`config.mk`:
```
export PLATFORM = sky130hd
export DESIGN_NAME = serial_key_lock
export DESIGN_NICKNAME = d
export VERILOG_FILES = /design/src/rtl/serial_key_lock_pkg.sv /design/src/rtl/serial_key_lock_sync_edge_det.sv /design/src/rtl/serial_key_lock.sv
export SDC_FILE = /design/constraint.sdc
export NUM_CORES = 1
export LEC_CHECK = 0
export CORE_MARGIN = 2
export CORE_UTILIZATION = 56
export DETAILED_ROUTE_END_ITERATION = 6
export DONT_BUFFER_PORTS = 1
export PLACE_DENSITY = 0.72
export SETUP_SLACK_MARGIN = 0.4
export SLEW_MARGIN = 20
export SYNTH_ARGS = -nofsm -noshare
export SYNTH_HDL_FRONTEND = slang
export SYNTH_SLANG_ARGS = --single-unit
export TNS_END_PERCENT = 100
```
`constraint.sdc`:
```
create_clock -name clk -period 5.8 [get_ports clk]
set_input_delay 1.16 -clock clk [delete_from_list [all_inputs] [get_ports clk]]
set_output_delay 1.16 -clock clk [all_outputs]
set_load 0.02 [all_outputs]
```
`src/rtl/serial_key_lock_pkg.sv`:
```
// Shared types and helpers for the serial key lock.
// The SHIFT_DEBOUNCE_EN macro is consumed by serial_key_lock.sv.
package serial_key_lock_pkg;

    typedef enum logic [1:0] {
        COLLECT  = 2'd0,
        CHECK    = 2'd1,
        UNLOCKED = 2'd2,
        LOCKOUT  = 2'd3
    } state_t;

    // Bits needed to hold any value in 0..max_val (at least one bit).
    function automatic int cnt_width(input int max_val);
        return (max_val < 1) ? 1 : $clog2(max_val + 1);
    endfunction

endpackage

```
`src/rtl/serial_key_lock_sync_edge_det.sv`:
```
// Synchroniser for an asynchronous strobe, an optional level debouncer,
// and a single-cycle rising-edge pulse taken from the final level.
module sync_edge_det
    import serial_key_lock_pkg::*;
#(
    parameter int SYNC_STAGES     = 2,
    parameter bit DEBOUNCE_EN     = 1'b0,
    parameter int DEBOUNCE_CYCLES = 16
) (
    input  logic clk,
    input  logic rst_n,
    input  logic async_in,
    output logic rise
);

    logic [SYNC_STAGES-1:0] sync_r;
    logic                   sync_lvl;
    logic                   lvl;
    logic                   lvl_q;

    // Metastability chain; the last stage is the usable synchronous level.
    always_ff @(posedge clk or negedge rst_n) begin
        if (!rst_n) sync_r <= '0;
        else        sync_r <= {sync_r[SYNC_STAGES-2:0], async_in};
    end

    assign sync_lvl = sync_r[SYNC_STAGES-1];

    generate
        if (DEBOUNCE_EN && DEBOUNCE_CYCLES > 0) begin : g_debounce
            localparam int CW = cnt_width(DEBOUNCE_CYCLES - 1);
            logic [CW-1:0] run_cnt;
            logic          filt;

            // Filtered level follows the input only after a full run of
            // DEBOUNCE_CYCLES consecutive samples that disagree with it.
            always_ff @(posedge clk or negedge rst_n) begin
                if (!rst_n) begin
                    run_cnt <= '0;
                    filt    <= 1'b0;
                end else if (sync_lvl == filt) begin
                    run_cnt <= '0;
                end else if (run_cnt == CW'(DEBOUNCE_CYCLES - 1)) begin
                    run_cnt <= '0;
                    filt    <= sync_lvl;
                end else begin
                    run_cnt <= run_cnt + 1'b1;
                end
            end

            assign lvl = filt;
        end else begin : g_raw
            assign lvl = sync_lvl;
        end
    endgenerate

    // Previous level, for rising-edge detection.
    always_ff @(posedge clk or negedge rst_n) begin
        if (!rst_n) lvl_q <= 1'b0;
        else        lvl_q <= lvl;
    end

    assign rise = lvl & ~lvl_q;

endmodule

```
`src/rtl/serial_key_lock.sv`:
```
// Multi-level serial key checker: words shifted in MSB-first on a slow
// strobe are compared against per-level keys; NUM_KEYS matches unlock,
// MAX_FAILS consecutive mismatches force a timed lockout.
// Define SHIFT_DEBOUNCE_EN to debounce the shift strobe.
module serial_key_lock
    import serial_key_lock_pkg::*;
#(
    parameter int                          KEY_W           = 16,
    parameter int                          NUM_KEYS        = 4,
    parameter logic [NUM_KEYS*KEY_W-1:0]   KEYS            = 64'hBEEF_CAFE_1337_39C3,
    parameter int                          MAX_FAILS       = 3,
    parameter int                          LOCKOUT_CYCLES  = 1024,
    parameter int                          SYNC_STAGES     = 2,
    parameter int                          DEBOUNCE_CYCLES = 16
) (
    input  logic                            clk,
    input  logic                            rst_n,
    input  logic                            shift,
    input  logic                            d,
    output logic                            led_ok,
    output logic                            led_fail,
    output logic [$clog2(NUM_KEYS+1)-1:0]   level,
    output logic [$clog2(KEY_W+1)-1:0]      bit_cnt
);

    localparam int LV_W = $clog2(NUM_KEYS + 1);
    localparam int BC_W = $clog2(KEY_W + 1);
    localparam int FC_W = cnt_width(MAX_FAILS);
    localparam int LT_W = cnt_width(LOCKOUT_CYCLES - 1);

`ifdef SHIFT_DEBOUNCE_EN
    localparam bit SHIFT_DEBOUNCE = 1'b1;
`else
    localparam bit SHIFT_DEBOUNCE = 1'b0;
`endif

    state_t                 state;
    state_t                 state_nxt;
    logic [KEY_W-1:0]       shreg;
    logic [FC_W-1:0]        fail_cnt;
    logic [LT_W-1:0]        lock_tmr;
    logic [SYNC_STAGES-1:0] d_sync_r;
    logic                   d_sync;
    logic                   shift_rise;
    logic [KEY_W-1:0]       cur_key;
    logic                   key_match;

    sync_edge_det #(
        .SYNC_STAGES     (SYNC_STAGES),
        .DEBOUNCE_EN     (SHIFT_DEBOUNCE),
        .DEBOUNCE_CYCLES (DEBOUNCE_CYCLES)
    ) u_shift_edge (
        .clk      (clk),
        .rst_n    (rst_n),
        .async_in (shift),
        .rise     (shift_rise)
    );

    // Data only needs synchronising; it is sampled when the strobe edge fires.
    always_ff @(posedge clk or negedge rst_n) begin
        if (!rst_n) d_sync_r <= '0;
        else        d_sync_r <= {d_sync_r[SYNC_STAGES-2:0], d};
    end

    assign d_sync = d_sync_r[SYNC_STAGES-1];

    // Select the key for the current level; levels past the last key never reach CHECK.
    always_comb begin
        cur_key = '0;
        for (int k = 0; k < NUM_KEYS; k++) begin
            if (level == LV_W'(k)) cur_key = KEYS[k*KEY_W +: KEY_W];
        end
    end

    assign key_match = (shreg == cur_key);

    // FSM state register.
    always_ff @(posedge clk or negedge rst_n) begin
        if (!rst_n) state <= COLLECT;
        else        state <= state_nxt;
    end

    // FSM next-state decision.
    always_comb begin
        state_nxt = state;
        case (state)
            COLLECT: begin
                if (shift_rise && bit_cnt == BC_W'(KEY_W - 1)) state_nxt = CHECK;
            end
            CHECK: begin
                if (key_match)
                    state_nxt = (level == LV_W'(NUM_KEYS - 1)) ? UNLOCKED : COLLECT;
                else
                    state_nxt = (fail_cnt >= FC_W'(MAX_FAILS - 1)) ? LOCKOUT : COLLECT;
            end
            UNLOCKED: state_nxt = UNLOCKED;
            LOCKOUT: begin
                if (lock_tmr == '0) state_nxt = COLLECT;
            end
            default: state_nxt = COLLECT;
        endcase
    end

    // FSM outputs: mismatch pulse lasts exactly the CHECK cycle, lockout holds led_fail.
    always_comb begin
        led_ok   = (state == UNLOCKED);
        led_fail = ((state == CHECK) && !key_match) || (state == LOCKOUT);
    end

    // Shift register, word/level/fail counters and lockout timer; counters saturate.
    always_ff @(posedge clk or negedge rst_n) begin
        if (!rst_n) begin
            shreg    <= '0;
            bit_cnt  <= '0;
            level    <= '0;
            fail_cnt <= '0;
            lock_tmr <= '0;
        end else begin
            case (state)
                COLLECT: begin
                    if (shift_rise) begin
                        shreg <= {shreg[KEY_W-2:0], d_sync};
                        if (bit_cnt != BC_W'(KEY_W)) bit_cnt <= bit_cnt + 1'b1;
                    end
                end
                CHECK: begin
                    shreg   <= '0;
                    bit_cnt <= '0;
                    if (key_match) begin
                        fail_cnt <= '0;
                        if (level != LV_W'(NUM_KEYS)) level <= level + 1'b1;
                    end else begin
                        level <= '0;
                        if (fail_cnt != FC_W'(MAX_FAILS)) fail_cnt <= fail_cnt + 1'b1;
                        if (fail_cnt >= FC_W'(MAX_FAILS - 1))
                            lock_tmr <= LT_W'(LOCKOUT_CYCLES - 1);
                    end
                end
                LOCKOUT: begin
                    if (lock_tmr == '0) begin
                        fail_cnt <= '0;
                        level    <= '0;
                    end else begin
                        lock_tmr <= lock_tmr - 1'b1;
                    end
                end
                default: ;
            endcase
        end
    end

endmodule

```
==> summary.txt <==
Primary FF master, synth: dfrtp_1
Number of port buffers: 0
Hold Crit Class: flop to flop
Diode count: 0
Vias in the first global route: 1,714
Seq cells post-synth: 43
CTS tree: done
Post-Synth XOR/XNOR Area: 0.0177
RSZ-0062 raised after global routing: false
Yosys top cell by area: dfrtp_1
Starting DRC count in detailed routing: 160
Fin Hold WS: 0.360 ns
Initial antenna violation count: 0
Crit path arrival time: 2.72 ns
Min cycle time layout: 3.88 ns
Pleak: 1.16 nW
Layout area overhead: 4.94%
CTS sink count: 43
Multi-input gate area: 0.00130 mm²
Total negative slack: 0 ns
Worst setup EP type: output pin
First drt pass iteration count: 4
Post-synthesis adder-cell area fraction: 0.0555
Syn_area_per_cell: 9.43 µm²
Dpl hpwl: 3.26 mm
Final hold viol count: 0
Post-synth top area share: 0.434
# hold bufs at CTS: 0
Worst-path clk slew: 0.08 ns
CTS max path bufs: 2
Main area contributors after synthesis: dfrtp_1 (43%), nand2_1 (7.6%), ha_1 (5.5%)
Status: complete, no violations
Die span in y: 70.6 µm
Top-count cell post-synth: nand2_1
Chip width: 70.6 µm
Final GP Congestion: 0.801
Antenna-violating nets left: 0
Sequential share of the synthesized area: 0.434
Final Max Slew Viols: 0
Post-Route WL: 4.83 mm
Cells after Synth: 263
RR Startpoint: level[2]
Max_cap viols: 0
Core Footprint: 0.00432 mm²
Post-Synth Simple-Gate Area: 0.227
Mapped Nets: 278
Final period utilization: 0.669
Post-synthesis compound-gate area fraction: 0.215
Combinational family with the most area after synthesis: simple AND/OR/NAND/NOR gates
DIE AREA: 0.00498 mm²
Via count: 1,891
Final setup viols: 0
Post-CTS Resized: 0
Starting Density: 0.574
Slew headroom: 0.324
Synth cell types: 56
FF+latch area: 0.00108 mm²
Hold Crit Start: d_sync_r[0]
Ys Warns: 0
Total GRT Usage: 0.208
CTS H-Tree Depth: 2
FILL cells: 390
Post-synth EDFFs: 0
Mapped cell area: 0.00248 mm²
CP Launch Type: flop
Post-synthesis mux area share: 0.00807
Vias per cell: 6.04
Inserted Clock Buffers: 5
Crit-path max FO: 14
Remaining Overflow, GRT: 0
Floorplan row count: 24
Worst Setup SP: level[2]
Worst path required time: 4.64 ns
Clk_lat worst skew: 0.30 ns
IO Pins: 14
Slew @ Worst Pin: 1.01 ns
CTS root buf: clkbuf_8
Fraction of layout cells with a size suffix above 1: 0.111
DR DRC count: 0
Nets: 275
PD cells: 290 mW/mm²
Clock Skew: 0.00534 ns
Async set-reset flop share out of synthesis: 1.00
Post-synth top cells: nand2_1 (50), dfrtp_1 (43), o21ai_0 (24)
First-pass GRT wire length: 8.16 mm
Per-cell routed wire length: 15.4 µm
Fmax: 258 MHz
Pwr Total: 0.000754 W
Crit path kind: flop to output pin
Post-CTS Setup Inserts: 0
VDD IR-drop max: 0.193 mV
Largest net degree at the start of global routing: 44
state kept, by name, summed over array words and instances, names as in the netlist, named ones only:
name                 flops
shreg                   16
u_shift_edge.lvl_q       1
fail_cnt                 2
bit_cnt                  5
lock_tmr                10
state                    1
d_sync_r                 2
level                    3
u_shift_edge.sync_r      2
cells in the final DEF, fill, tap and decap left out, types with 3 or more instances in the layout:
cell	n
o41ai_1	3
a21oi_1	7
clkbuf_8	6
or3_1	4
nand2b_1	3
nor2_1	18
ha_1	11
o41ai_2	5
dfrtp_1	43
inv_1	9
nand3_1	3
xor2_1	4
o21ai_0	24
nand2_1	50
nor3_1	11
o31ai_1	3
nor2b_1	5
a22o_1	3
nand4_1	3
final cells by class:
cell class / count / area share
Sequential cell: 43 / 0.413
Inverter: 9 / 0.0130
Tap cell: 52 / 0.0250
Clock buffer: 6 / 0.0317
Clock inverter: 2 / 0.0135
Multi-Input combinational cell: 200 / 0.501
Timing Repair Buffer: 1 / 0.00288
path summary, 6_finish.rpt:
check,to,slack (ns),cells past startpoint
worst max-delay path,led_fail,1.92,7
worst min-delay path,d_sync_r[1],0.36,0
worst max register to register,lock_tmr[6],2.56,7
worst min register to register,d_sync_r[1],0.36,0
max in group asynchronous,bit_cnt[4],5.17,0
min in group asynchronous,lock_tmr[3],0.55,0
metal layers:
layer  up-vias  wire length (µm)  global-route usage
met5         -                 0                   0
met4         0               108              0.0818
met3         9               168              0.0513
met2        32              2290               0.320
met1       908              2260               0.288
li1        942                 -                   -
metrics by stage:
step	setup WS, ns	instance area (µm²)	utilization	std cells
2_1_floorplan	2.50	2480	-	263
3_3_place_gp	2.28	2490	0.575	305
3_5_place_dp	2.24	2490	0.575	305
4_1_cts	1.92	2600	0.602	313
5_1_grt	1.74	2600	0.602	313
6_report	1.92	2600	0.602	313
worst max-delay path, cell delays in order, from the launching register on:
cell,delay (ns)
dfrtp_1,0.63
inv_1,0.13
ha_1,0.40
nor3_1,0.31
mux2i_1,0.31
o2111a_2,0.26
nand2_1,0.12
o21a_1,0.27
logic make-up after synthesis:
kind of cell | Yosys count
fa+ha+maj | 11
mux | 2
flops | 43
compound gates | 68
xor+xnor | 5
simple gates | 114
buf+inv | 20
where the power goes:
| group | internal [W] | switching (W) |
|---|---|---|
| sequential | 0.000339 | 0.0000735 |
| combinational | 0.0000499 | 0.0000484 |
| clock | 0.000139 | 0.000103 |
| total | 0.000529 | 0.000225 |
(Power assumes the default switching activity.)
